`config.mk`:
```
export PLATFORM = sky130hd
export DESIGN_NAME = switch_toggle_bank
export DESIGN_NICKNAME = d
export VERILOG_FILES = /design/src/rtl/switch_toggle_bank.sv
export SDC_FILE = /design/constraint.sdc
export NUM_CORES = 1
export LEC_CHECK = 0
export ABC_AREA = 1
export CORE_ASPECT_RATIO = 1.25
export CORE_MARGIN = 2
export CORE_UTILIZATION = 35
export DETAILED_ROUTE_END_ITERATION = 8
export PLACE_DENSITY_LB_ADDON = 0.15
export SKIP_LAST_GASP = 1
export SLEW_MARGIN = 20
export SYNTH_ARGS = -nofsm -noshare
export SYNTH_HDL_FRONTEND = slang
export SYNTH_SLANG_ARGS = --single-unit
export TNS_END_PERCENT = 20
```
`constraint.sdc`:
```
create_clock -name i_Clk -period 1.5 [get_ports i_Clk]
set_input_delay 0.3 -clock i_Clk [delete_from_list [all_inputs] [get_ports i_Clk]]
set_output_delay 0.3 -clock i_Clk [all_outputs]
set_load 0.005 [all_outputs]
```
`src/rtl/switch_toggle_bank.sv`:
```
// switch_toggle_bank: per-channel two-flop synchroniser, counter debounce and edge
// qualifier; each qualified edge toggles the channel LED and bumps its press counter.
module switch_toggle_bank #(
    parameter int NUM_SWITCHES   = 4,
    parameter int DEBOUNCE_LIMIT = 250000,
    parameter int EDGE_MODE      = 0,
    parameter int COUNT_WIDTH    = 8
) (
    input  logic                                i_Clk,
    input  logic                                i_Reset,
    input  logic [NUM_SWITCHES-1:0]             i_Switch,
    input  logic                                i_Clear,
    output logic [NUM_SWITCHES-1:0]             o_Switch_Clean,
    output logic [NUM_SWITCHES-1:0]             o_Edge_Pulse,
    output logic [NUM_SWITCHES-1:0]             o_LED,
    output logic [NUM_SWITCHES*COUNT_WIDTH-1:0] o_Press_Count
);

    localparam int              DB_W    = $clog2(DEBOUNCE_LIMIT + 1);
    localparam logic [DB_W-1:0] DB_TERM = DB_W'(DEBOUNCE_LIMIT - 1);
    // Mode 0 counts releases only, mode 1 presses only, anything else both.
    localparam bit USE_RISE = (EDGE_MODE != 0);
    localparam bit USE_FALL = (EDGE_MODE != 1);

    for (genvar n = 0; n < NUM_SWITCHES; n++) begin : g_ch
        logic                   sync1_q;
        logic                   sync2_q;
        logic [DB_W-1:0]        db_cnt_q;
        logic [DB_W-1:0]        db_cnt_d;
        logic                   clean_q;
        logic                   clean_d;
        logic                   prev_q;
        logic                   rise;
        logic                   fall;
        logic                   pulse_q;
        logic                   pulse_d;
        logic                   led_q;
        logic                   led_d;
        logic [COUNT_WIDTH-1:0] press_q;
        logic [COUNT_WIDTH-1:0] press_d;

        // A sample agreeing with the accepted level restarts the stability count.
        always_comb begin
            db_cnt_d = db_cnt_q;
            clean_d  = clean_q;
            if (sync2_q == clean_q) begin
                db_cnt_d = '0;
            end else if (db_cnt_q == DB_TERM) begin
                clean_d  = sync2_q;
                db_cnt_d = '0;
            end else begin
                db_cnt_d = db_cnt_q + DB_W'(1);
            end
        end

        assign rise    = clean_q & ~prev_q;
        assign fall    = ~clean_q & prev_q;
        assign pulse_d = (USE_RISE & rise) | (USE_FALL & fall);

        // Clear wins over a coincident pulse, so that edge is dropped.
        always_comb begin
            led_d   = led_q;
            press_d = press_q;
            if (i_Clear) begin
                led_d   = 1'b0;
                press_d = '0;
            end else if (pulse_q) begin
                led_d   = ~led_q;
                press_d = press_q + COUNT_WIDTH'(1);
            end
        end

        always_ff @(posedge i_Clk) begin
            if (i_Reset) begin
                sync1_q  <= 1'b0;
                sync2_q  <= 1'b0;
                db_cnt_q <= '0;
                clean_q  <= 1'b0;
                prev_q   <= 1'b0;
                pulse_q  <= 1'b0;
                led_q    <= 1'b0;
                press_q  <= '0;
            end else begin
                sync1_q  <= i_Switch[n];
                sync2_q  <= sync1_q;
                db_cnt_q <= db_cnt_d;
                clean_q  <= clean_d;
                prev_q   <= clean_q;
                pulse_q  <= pulse_d;
                led_q    <= led_d;
                press_q  <= press_d;
            end
        end

        assign o_Switch_Clean[n]                                 = clean_q;
        assign o_Edge_Pulse[n]                                   = pulse_q;
        assign o_LED[n]                                          = led_q;
        assign o_Press_Count[n*COUNT_WIDTH +: COUNT_WIDTH]       = press_q;
    end

endmodule
```
==> results of run 1 <==
==> routing by layer <==
layer | global-route usage [%] | share of wire [%]
met1 | 17.4 | 46
met2 | 25.5 | 48
met3 | 4.29 | 3.7
met4 | 7.35 | 2.8
met5 | 0 | 0
==> worst paths after layout <==
kind	start	end	slack, ns	cells past startpoint
min reg2reg	g_ch[3].sync1_q$_SDFF_PP0_	g_ch[3].sync2_q$_SDFF_PP0_	0.40	2
max	g_ch[3].pulse_q$_SDFF_PP0_	o_Edge_Pulse[3]	-0.14	1
min	i_Switch[2]	g_ch[2].sync1_q$_SDFF_PP0_	0.40	3
max reg2reg	g_ch[0].db_cnt_q[0]$_SDFF_PP0_	g_ch[0].db_cnt_q[12]$_SDFF_PP0_	-0.04	6
==> tightest hold or removal path, cell delays in order <==
cell             delay, ns
clkdlybuf4s50_1       0.39
inv_1                 0.05
nor2_1                0.03
==> final cells by class <==
cell class	count	share of cell area, %
Clock buffer	22	6.43
Clock inverter	10	1.49
Inverter	91	4.63
Multi-Input combinational cell	586	38.0
Sequential cell	128	35.2
Tap cell	216	3.67
Timing Repair Buffer	85	10.6
==> registers in the layout (all words and copies together) (netlist names) <==
register,count
g_ch.pulse_q,4
g_ch.sync1_q,4
g_ch.clean_q,4
g_ch.prev_q,4
g_ch.sync2_q,4
g_ch.db_cnt_q,72
g_ch.press_q,32
g_ch.led_q,4
==> report_power, final <==
part	internal (mW)	switching [mW]	leakage (nW)	total, mW
sequential	3.41	0.00472	1.04	3.41
combinational	0.0571	0.0701	1.27	0.127
clock	2.56	1.51	0.278	4.07
total	6.03	1.58	2.60	7.61
==> what timing repair did <==
item                       4_1_cts  5_1_grt
pin swaps                        0        1
setup endpoints to repair       72       89
setup buffers                    1        0
resized for setup               28       19
hold endpoints to repair         0        0
==> metrics by stage <==
step / power (mW) / setup WS (ns)
3_5_place_dp: 3.62 / -0.185
6_report: 7.61 / -0.136
3_3_place_gp: 3.62 / -0.136
4_1_cts: 7.71 / -0.159
2_1_floorplan: 3.56 / 0.0866
5_1_grt: 7.88 / -0.173
==> Yosys cell counts <==
cell      count  share of area (%)
inv_1        89                5.7
and2_1        1               0.11
xnor2_1      13                1.9
dfxtp_1     128                 44
or2_0         3               0.32
a21oi_1      49                4.2
inv_2         2               0.13
or2_2         3               0.32
nand3_1      35                3.0
nor2_1      190                 12
buf_4        15                1.9
nor2_2        3               0.32
a21oi_2       1               0.15
nor2_4        2               0.38
ha_1          8                1.7
o21bai_4      1               0.32
nand4_1      17                1.8
o21bai_1      3               0.38
nand2_2       2               0.21
nand3b_1      3               0.38
o21ai_0      25                2.1
buf_2         6               0.51
nand3_2       5               0.86
nand2_1     177                 11
nor3_1       23                2.0
xor2_1       19                2.8
clkbuf_1      2               0.13
nor3_2        2               0.34
nand2_4       1               0.19
buf_6         2               0.38
==> cell usage in the layout (no fill, tap or decap), drive strengths merged <==
master	instances
a21oi	50
and2	1
buf	35
bufinv	2
clkbuf	22
clkdlybuf4s50	33
clkinv	4
clkinvlp	4
dfxtp	128
dlygate4sd2	13
dlymetal6s2s	4
ha	8
inv	91
nand2	180
nand3	40
nand3b	3
nand4	17
nor2	195
nor3	25
o21ai	25
o21bai	4
or2	6
xnor2	13
xor2	19
==> cells by family after synthesis <==
group | count (synthesis) | synth area share, %
buffers and inverters | 116 | 8.79
flip-flops | 128 | 43.8
adder cells (fa/ha/maj) | 8 | 1.71
XOR/XNOR | 32 | 4.79
AND/OR/NAND/NOR | 467 | 33.8
AO/OA/AOI/OAI | 79 | 7.18
==> metrics.yaml, run 1 <==
status:
  status: "finished with violations"
  violations: "setup timing"
placement:
  gp_congestion: 0.817
  hpwl_um: 9290
  dpl-instance-area_um2: 6730
  dp.cells: 1105
  port_buffers: 50
drt:
  ant_nets: 0
  drc_errors: 0
  avgViaCountPerCell: 4.49
  vias: 5113
  first_pass_iters: 4
  drt_iter0_markers: 361
  wire_per_inst_um: 11.0
  routed_wl_um: 12500
pwr:
  ir_worst_vdd_v: 0.000680
  leakage_nw: 2.60
  p_per_area_nw_per_um2: 1030
sta:
  min_period_ns: 1.64
  tightest_slew_ns: 0.395
  setup_viol: 42
  hold_violations: 0
  grt_setup_unrepaired: "true"
  max_slew_margin_pct: 73.6
  tns_ns: -2.66
  fin_crit_sh_pct: 109
  slew_violations: 0
  skew_ns: 0.00459
  setup_slack_ns: -0.136
  fmax_ghz: 0.611
  holdWs_ns: 0.395
worst_setup_path:
  cp_max_fo: 5
  required_ns: 1.20
  cp_top_family: "buffers and inverters"
  crit_buf_inv: 1
  max_stage_delay_ns: 0.52
  arrival_ns: 1.34
  worstSetupPathType: "reg2out"
  worstPathCellList: "clkdlybuf4s50_1"
  cp_slowest_cell: "clkdlybuf4s50_1"
  worst_setup_path_start_kind: "flop"
  end_kind: "primary output"
clocking:
  cts_sinks: 128
  insertion_delay_ns: 0.42
  cts_hold_repair.buffers: 0
  cts_max_path_buffers: 2
  path_clk_slew_ns: 0.06
  cts_tree: "built"
  htreeDepth: 4
  clock-root-buffer: "clkbuf_16"
  numCtsBuffers: 17
synthesis:
  syn_inst: 830
  synth.avg_cell_area_um2: 7.05
  yosysWarningCount: 0
  yosys_register_bits: 128
  seq_area_frac_synth_pct: 43.8
  synthDistinctLibCells: 30
  synth_area_um2: 5850
  syn_nets: 845
final_layout:
  num_antenna_cells: 0
  area_delta_synth_final_pct: 26.0
  fin_util_pct: 45.3
  seqCellArea_um2: 2590
  drive_gt1_share_pct: 12.3
  nets: 924
  multi_input_comb_area_um2: 2800
  stdcell_area_um2: 7370
  layoutNonFillerInstCount: 1138
  num-fill-cells: 1724
floorplan:
  start_util_pct: 36.0
  die-height_um: 149
  num_rows: 52
  coreArea_um2: 16300
  die-area_um2: 17800
  die_x_um: 120
  io_pins: 51
grt:
  gr-total-overflow: 0
  track_usage_pct: 15.0
  grt_pass1_wl_um: 21600
  grt_start_max_net_pins: 19
  grt_antenna_before_repair: 0
  grt_pass1_vias: 4825
hold_path:
  hold_path_class: "in2reg"
flow_run:
  maxCapViolCount: 0
(Power assumes the default switching activity.)
==> inputs of run 2 (changes only) <==
Settings changed: GPL_TIMING_DRIVEN from default to 0.
==> run 2 against run 1 <==
The run still ends with setup timing left. Global-route usage down 0.18 points. Sequential power about the same. Non-clock buffer count up 3. Cell count up 0.26%. Largest cell class unchanged. Combinational power down 6%.
==> metrics.yaml, run 2 (same netlist as run 1, synthesis figures left out) <==
status:
  status: "finished with violations"
  violations: "setup timing"
drt:
  drc_errors: 0
  wire_per_inst_um: 10.9
  vias: 5105
  drt_iter0_markers: 190
  ant_nets: 0
  first_pass_iters: 4
  avgViaCountPerCell: 4.47
  routed_wl_um: 12500
placement:
  gp_congestion: 0.863
  preCtsSetupSlack_ns: -0.192
  dpl-instance-area_um2: 6610
  hpwl_um: 9100
  port_buffers: 49
  dp.cells: 1095
floorplan:
  coreArea_um2: 16300
  start_util_pct: 36.0
  io_pins: 51
  num_rows: 52
  die_x_um: 120
  die-height_um: 149
  die-area_um2: 17800
pwr:
  p_total_mw: 7.84
  combPwrFrac_pct: 1.5
  p_per_area_nw_per_um2: 1050
  ir_worst_vdd_v: 0.000787
  pwr-share-seq_pct: 43.6
  p_int_mw: 6.14
  p_sw_share_pct: 21.6
  leakage_nw: 2.53
  switching_power_mw: 1.69
  clockPowerShare_pct: 54.8
grt:
  grt_start_max_net_pins: 17
  track_usage_pct: 14.9
  grt_antenna_before_repair: 0
  gr-total-overflow: 0
  grt_pass1_vias: 4841
  grt_pass1_wl_um: 21600
final_layout:
  seqCellArea_um2: 2620
  num-fill-cells: 1662
  multi_input_comb_area_um2: 2840
  largest_reg_flops: 72
  layoutNonFillerInstCount: 1141
  nets: 927
  top_regs: "g_ch.db_cnt_q: 72 flops, g_ch.press_q: 32 flops"
  stdcell_area_um2: 7450
  final_cell_mix: "187 x nor2_1, 176 x nand2_1, 89 x dfxtp_1"
  fin_util_pct: 45.8
  area_delta_synth_final_pct: 27.3
  drive_gt1_share_pct: 15.0
  num_antenna_cells: 0
  final_common_cell: "nor2_1"
  regMostFlops: "g_ch.db_cnt_q"
clocking:
  numCtsBuffers: 17
  clock-root-buffer: "clkbuf_16"
  cts_sinks: 128
  path_clk_slew_ns: 0.06
  cts_max_path_buffers: 2
  cts_tree: "built"
  htreeDepth: 4
  insertion_delay_ns: 0.42
worst_setup_path:
  rr_endpoint: "g_ch[0].db_cnt_q[8]$_SDFF_PP0_"
  cp_max_fo: 2
  critical_path.startpoint: "g_ch[1].pulse_q$_SDFF_PP0_"
  end_kind: "primary output"
  required_ns: 1.20
  worstSetupPathType: "reg2out"
  cp_slowest_cell: "clkdlybuf4s50_1"
  arrival_ns: 1.32
  worstPathCellList: "buf_4 > clkdlybuf4s50_1"
  reg2reg_depth: 7
  reg2reg_slack_ns: 0.05
  crit_end: "o_Edge_Pulse[1]"
  worst_setup_path_start_kind: "flop"
  max_stage_delay_ns: 0.49
  crit-reg2reg-launch: "g_ch[0].db_cnt_q[0]$_SDFF_PP0_"
sta:
  skew_ns: 0.00563
  tns_ns: -2.40
  fin_crit_sh_pct: 108
  setup_slack_ns: -0.121
  hold_violations: 0
  holdWs_ns: 0.129
  fmax_ghz: 0.617
  setup_viol: 32
  grt_setup_unrepaired: "true"
  tightest_slew_ns: 0.491
  max_slew_margin_pct: 67.3
  slew_violations: 0
  min_period_ns: 1.62
hold_path:
  whs_path_depth: 2
  hold_path_class: "in2reg"
flow_run:
  maxCapViolCount: 0
## run 2: cell count changes in the layout (fill, tap and decap cells not counted), sizes merged
cell / before / now
bufinv: 2 / 3
inv: 91 / 95
clkbuf: 22 / 20
clkdlybuf4s50: 33 / 37
clkinv: 4 / 1
dlymetal6s2s: 4 / 1
buf: 35 / 37
dlygate4sd2: 13 / 11
clkinvlp: 4 / 6
## run 2: layout make-up
cell class / instances / share of cell area [%]
multi-input combinational: 586 / 38.1
buffer: 25 / 2.37
sequential: 128 / 35.1
inverter: 91 / 4.59
clock buffer: 18 / 5.90
timing repair buffer: 63 / 7.89
tap: 216 / 3.63
clock inverter: 14 / 2.44
## run 2: metal layers
metal	vias up	wire length [um]	global-route usage, %	part of all wire [%]
met2	63	5900	25.1	47
met1	2247	6020	17.9	48
met5	-	0	0	0
met4	0	255	7.35	2.0
met3	21	314	3.18	2.5
li1	2774	-	-	-
## run 2: timing repair
item | CTS | global route
pin swaps | 1 | 6
resized for setup | 25 | 45
hold buffers | 0 | 0
setup buffers | 5 | 8
cloned | 0 | 1
setup endpoints to repair | 100 | 108
## run 2: worst min path at each step
stage                                       to                        from
global route        g_ch[2].pulse_q$_SDFF_PP0_                     i_Reset
finish              g_ch[3].pulse_q$_SDFF_PP0_                     i_Reset
floorplan           g_ch[0].sync2_q$_SDFF_PP0_  g_ch[0].sync1_q$_SDFF_PP0_
global placement    g_ch[3].sync2_q$_SDFF_PP0_  g_ch[3].sync1_q$_SDFF_PP0_
CTS                 g_ch[2].pulse_q$_SDFF_PP0_                     i_Reset
detailed placement  g_ch[3].sync2_q$_SDFF_PP0_  g_ch[3].sync1_q$_SDFF_PP0_
## run 2: power by group through the flow
stage	sequential [mW]	combinational (mW)	clock, mW
finish	3.42	0.120	4.30
global placement	3.49	0.112	0
global route	3.42	0.138	4.58
CTS	3.42	0.114	4.41
detailed placement	3.49	0.111	0
floorplan	3.49	0.0719	0
## run 2: worst max-delay path: cells and delay by family, from the launching register on
family | cells | cell delay (ns)
buffers and inverters | 2 | 0.59
DFF | 1 | 0.32
